$ cat src/rtl/mwc_exp_table.sv
// Expected (address, data) table: synchronous write, asynchronous read, no reset.
module mwc_exp_table #(
    parameter int ADDR_W  = 32,
    parameter int DATA_W  = 32,
    parameter int NUM_EXP = 4,
    parameter int IDX_W   = $clog2(NUM_EXP + 1)
) (
    input  logic              clk_i,
    input  logic              wr_en_i,
    input  logic [IDX_W-1:0]  wr_idx_i,
    input  logic [ADDR_W-1:0] wr_addr_i,
    input  logic [DATA_W-1:0] wr_data_i,
    input  logic [IDX_W-1:0]  rd_idx_i,
    output logic [ADDR_W-1:0] rd_addr_o,
    output logic [DATA_W-1:0] rd_data_o
);
    localparam int               SEL_W = (NUM_EXP > 1) ? $clog2(NUM_EXP) : 1;
    localparam logic [IDX_W-1:0] DEPTH = IDX_W'(NUM_EXP);

    logic [ADDR_W-1:0] addrMem [NUM_EXP];
    logic [DATA_W-1:0] dataMem [NUM_EXP];

    always_ff @(posedge clk_i) begin
        if (wr_en_i && (wr_idx_i < DEPTH)) begin
            addrMem[wr_idx_i[SEL_W-1:0]] <= wr_addr_i;
            dataMem[wr_idx_i[SEL_W-1:0]] <= wr_data_i;
        end
    end

    // Out-of-range indices read as zero so the index never leaves the array.
    always_comb begin
        rd_addr_o = '0;
        rd_data_o = '0;
        if (rd_idx_i < DEPTH) begin
            rd_addr_o = addrMem[rd_idx_i[SEL_W-1:0]];
            rd_data_o = dataMem[rd_idx_i[SEL_W-1:0]];
        end
    end

endmodule

$ cat config.mk
export PLATFORM = sky130hd
export DESIGN_NAME = mwc_exp_table
export DESIGN_NICKNAME = d
export VERILOG_FILES = /design/src/rtl/mwc_exp_table.sv
export SDC_FILE = /design/constraint.sdc
export NUM_CORES = 1
export LEC_CHECK = 0
export CAP_MARGIN = 0
export CORE_MARGIN = 2
export CORE_UTILIZATION = 54
export DETAILED_ROUTE_END_ITERATION = 12
export GPL_TIMING_DRIVEN = 0
export PLACE_DENSITY = 0.85
export SETUP_SLACK_MARGIN = 0.2
export SYNTH_ARGS = -nofsm -noshare
export SYNTH_HDL_FRONTEND = slang
export SYNTH_SLANG_ARGS = --single-unit
$ cat constraint.sdc
create_clock -name clk_i -period 10.8 [get_ports clk_i]
set_clock_uncertainty 0.05 [all_clocks]
set_input_delay 2.16 -clock clk_i [delete_from_list [all_inputs] [get_ports clk_i]]
set_output_delay 2.16 -clock clk_i [all_outputs]
set_load 0.01 [all_outputs]
After elaboration in Yosys (flattened, before gate mapping)
Memory sizes are Yosys's and may differ from the RTL's.
Cells that the tools add are included.
{ "word_totals": {"out_inout_bits": 64, "latch_bits": 0, "ramBits": 256, "romBits": 0, "register_bits": 0, "in_bits": 72, "mem_count": 2, "wordCells": 9} }
{ "mem_list": {"columns": ["memory", "words", "width", "read_ports", "rd_clocked_by_memory_dff", "wr", "line_no", "rtl"], "rows": [
  ["addrMem", 4, 32, 1, 0, 1, "20", "logic [ADDR_W-1:0] addrMem [NUM_EXP];"],
  ["dataMem", 4, 32, 1, 0, 1, "21", "logic [DATA_W-1:0] dataMem [NUM_EXP];"]
]} }
{ "classes": {"n_addsub": 0, "mul": 0, "n_shift": 0, "n_bitwise": 0, "eq_ne": 0, "n_div": 0, "muxes": 4, "magnitude_cmp": 2, "reduce_logical": 1} }
{ "op_table": {"columns": ["operator", "n"], "rows": [
  ["$mux 32", 2],
  ["$lt 3x3->1 const B", 2],
  ["$mux 1", 2],
  ["$logic_and 1x1->1", 1]
]} }

Depth between registers and ports, before layout
{ "depth": {"ltp_word": 4, "depth_mapped": 4} }

Worst setup path before layout
No wires, ideal clock.
{ "synth_timing": {"path_type": "input -> register", "start": "input wr_idx_i[2]", "end": "memory addrMem[0][0] (enable)", "cell_stages": 1, "path_buffers": 0, "t_required_ps": 10080, "path_slack_ps": 1209, "t_arrival_ps": 8871, "path_cell_list": "nor4b_1"} }
{ "synth_between": {"elab_chain_len": 4} }
{ "synth_rtl": {"columns": ["item", "line_no", "rtl"], "rows": [
  ["start, declared", "10", "input logic [IDX_W-1:0] wr_idx_i,"],
  ["$lt 3x3->1", "24", "if (wr_en_i && (wr_idx_i < DEPTH)) begin"],
  ["$logic_and 1x1->1", "24", null],
  ["$mux 1", "24", null],
  ["$mux 1 (not written as such)", "25", "addrMem[wr_idx_i[SEL_W-1:0]] <= wr_addr_i;"],
  ["end, declared", "20", null]
]} }
No other way between the ends.

Worst setup path in the final report
{ "layout_timing": {"start": "input rd_idx_i[2]", "end": "output rd_addr_o[4]"} }
{ "layout_between": {"elab_chain_len": 2} }
{ "layout_rtl": {"columns": ["item", "line_no", "rtl"], "rows": [
  ["start, declared", "13", "input logic [IDX_W-1:0] rd_idx_i,"],
  ["$lt 3x3->1", "34", "if (rd_idx_i < DEPTH) begin"],
  ["$mux 32", "34", null],
  ["end, declared", "14", "output logic [ADDR_W-1:0] rd_addr_o,"]
]} }
No other way between the ends.

==> implementation parameters <==
Parameter                              Value

Die
  Standard-cell rows ... 49
  Standard cell core area ... 17,800 sq um
  Die area ... 19,100 sq um
  Die span in y ... 138 um
  Num ports ... 136
  Starting utilization of the core area ... 0.545
  X dimension of the die ... 138 um

GRT
  GRT Max-Usage Layer ... met2
  Number of antenna violations at the first check in global routing ... 0
  Met2 GRT Util ... 0.357
  Pin count of the biggest net entering global routing ... 34
  Global-route wire length before repair ... 29.8 mm
  Grt total ovfl ... 0
  Vias in the first global route ... 5,523
  Routing usage on met1 ... 0.250
  GRT Util Overall ... 0.200
  Global routing usage on met3 ... 0.0371

Layout
  Fillcell total ... 1,084
  Ant diodes ... 0
  Area of all placed cells without fillers ... 12,500 sq um
  Layout area overhead ... 28.6%
  Multi-input combinational cell area ... 1770 sq um
  Final cell utilization of the core ... 0.701
  Share of layout cells above drive strength 1 ... 0.120
  Sequential cell area ... 7690 sq um
  Number of nets in the final layout ... 736

CTS
  Depth of the CTS H-tree ... 1
  Total setup buffers inserted after CTS ... 0
  Cts-stage hold buffer count ... 0
  Count of clock tree sinks ... 256
  Number of buffers on the longest clock path ... 3
  Clock tree from TritonCTS ... built
  Root buf cell ... clkbuf_16
  TritonCTS Buffers ... 25
  CTS clock-pin slew for the worst setup and hold paths ... 60 ps
  Number of resized instances in the post-cts repair step ... 0

Routing
  Mean number of vias per cell ... 5.63
  Number of iterations in the first detailed-routing pass ... 4
  Detail-routed net length per standard cell ... 21.3 um
  Number of DRC markers in iteration 0 ... 320
  Vias after detailed routing ... 5,124
  Antenna viol nets, final ... 0
  Final WL ... 19.4 mm
  Count of unresolved DRC violations after routing ... 0

Synth
  Post-Synthesis Net Count ... 554
  Yosys warning count ... 0
  Register area share after synthesis ... 0.790
  Post-Synthesis Cells ... 482
  Post-synthesis register bit count ... 256
  Cell area after synthesis ... 9730 sq um
  Mean cell area of the mapped netlist ... 20.2 sq um
  Library cells used by synthesis ... 14

Pwr
  Net switching share of the total power ... 0.190
  Worst voltage drop across the vdd grid ... 0.214 mV
  Cell-internal power ... 1.81 mW
  Leakage power of the design ... 4.42 nW
  Power per cell area ... 179 nW/um^2
  Part of the total power dissipated in combinational logic ... 0.076
  Fraction of power consumed by sequential logic ... 0.508
  Switching power ... 0.426 mW
  Clock Power Share ... 0.415
  Post-layout power ... 2.23 mW

STA
  Setup repair after global routing missed its margin ... no
  Setup TNS after final layout ... 0 ps
  Worst slew slack as a fraction of its limit ... 0.343
  Hold WS ... 2230 ps
  Count of final hold-check violations ... 0
  Minimum period implied by the final worst setup slack ... 6420 ps
  Final max-slew violation count ... 0
  Setup-failing EPs final ... 0
  Actual slew at the worst max-slew pin ... 985 ps
  Max Fclk ... 156 MHz
  Post-route clock period utilization ... 0.594

Place
  Weighted congestion reported at the end of routability-driven placement ... 0.708
  HPWL after detailed placement ... 12.5 mm
  Port-buffer cells ... 134
  Post-DP Area ... 11,600 sq um

Critical path
  Data required time of the critical path ... 8590 ps
  CP startpoint kind ... input pin
  Arrival time at the worst endpoint ... 4210 ps
  Type of destination of the critical path ... output pin
  Type of the worst setup path ... input pin to output pin
  Largest fanout on the critical path ... 10

Flow run
  Number of max-cap violations ... 0

Status
  Result of the run ... completed

Min path
  Worst hold start ... wr_data_i[0]
  Hold worst-path end ... dataMem[3][0]
  Hold path cells ... 1
  Hold Path Class ... input pin to flip-flop
## registers in the layout, indices dropped and copies added (netlist names)
signal,count
addrMem,128
dataMem,128
## worst max path at each step
| stage | end | slack [ps] | start |
|---|---|---|---|
| 6_report | rd_addr_o[4] | 4380 | rd_idx_i[2] |
| 5_1_grt | rd_data_o[6] | 4250 | rd_idx_i[2] |
| 4_1_cts | rd_addr_o[2] | 4310 | rd_idx_i[2] |
| 3_5_place_dp | rd_addr_o[4] | 4360 | rd_idx_i[2] |
| 3_3_place_gp | dataMem[0][1] | -3810 | wr_idx_i[1] |
| 2_1_floorplan | addrMem[0][0] | 1210 | wr_idx_i[2] |
## layer usage
metal / share of wire / vias up
li1: - / 2348
met1: 0.40 / 2587
met2: 0.53 / 155
met3: 0.051 / 34
met4: 0.022 / 0
met5: 0 / -
## power groups by stage
stage | clock (mW) | combinational (mW) | sequential [mW]
CTS | 0.941 | 0.173 | 1.14
finish | 0.928 | 0.171 | 1.14
global placement | 0 | 0.160 | 1.16
global route | 0.982 | 0.182 | 1.14
detailed placement | 0 | 0.171 | 1.16
floorplan | 0 | 0.0771 | 1.16
## per-stage QoR
stage	worst slack, ps	cells
2_1_floorplan	1210	482
3_3_place_gp	-3810	845
3_5_place_dp	4360	866
6_report	4380	910
4_1_cts	4310	910
5_1_grt	4250	910
## layout make-up
| type | instances | area share |
|---|---|---|
| Buffer | 28 | 0.0249 |
| Clock buffer | 31 | 0.0518 |
| Clock inverter | 13 | 0.0192 |
| Multi-Input combinational cell | 198 | 0.142 |
| Sequential cell | 256 | 0.614 |
| Tap cell | 229 | 0.0229 |
| Timing Repair Buffer | 155 | 0.125 |
## logic make-up after synthesis
logic type	count (synthesis)	synth area share
muxes	128	0.132
DFF	256	0.790
and+or+nand+nor	6	0.00527
buffers and inverters	28	0.0320
AOI/OAI and AO/OA	64	0.0411
## cell usage in the layout (no fill, tap or decap)
| cell type | instances |
|---|---|
| nand2b_1 | 1 |
| clkinv_4 | 1 |
| buf_2 | 7 |
| clkinv_1 | 3 |
| clkdlybuf4s50_1 | 134 |
| and4b_4 | 1 |
| buf_8 | 9 |
| bufinv_16 | 7 |
| or2_1 | 1 |
| buf_12 | 9 |
| clkinv_2 | 2 |
| edfxtp_1 | 256 |
| buf_4 | 11 |
| mux2i_1 | 128 |
| buf_6 | 7 |
| nor4bb_4 | 2 |
| o22ai_1 | 64 |
| clkbuf_1 | 12 |
| nor4b_2 | 1 |
| clkbuf_16 | 25 |
## worst max-delay path: stages
cell and delay (ps):
clkdlybuf4s50_1 470, nand2b_1 90, buf_2 260, clkbuf_1 480
o22ai_1 190, clkdlybuf4s50_1 550
## cells in the mapped netlist
cell | instances | area share
edfxtp_1 | 256 | 0.79
mux2i_1 | 128 | 0.13
o22ai_1 | 64 | 0.041
buf_12 | 8 | 0.016
buf_2 | 7 | 0.0036
clkbuf_1 | 6 | 0.0023
buf_8 | 5 | 0.0077
nor4bb_1 | 2 | 0.0021
and4b_1 | 1 | 0.0010
buf_4 | 1 | 0.00077
buf_6 | 1 | 0.0012
nand2b_1 | 1 | 0.00064
nor4b_1 | 1 | 0.00090
or2_1 | 1 | 0.00064
(Power assumes the default switching activity.)
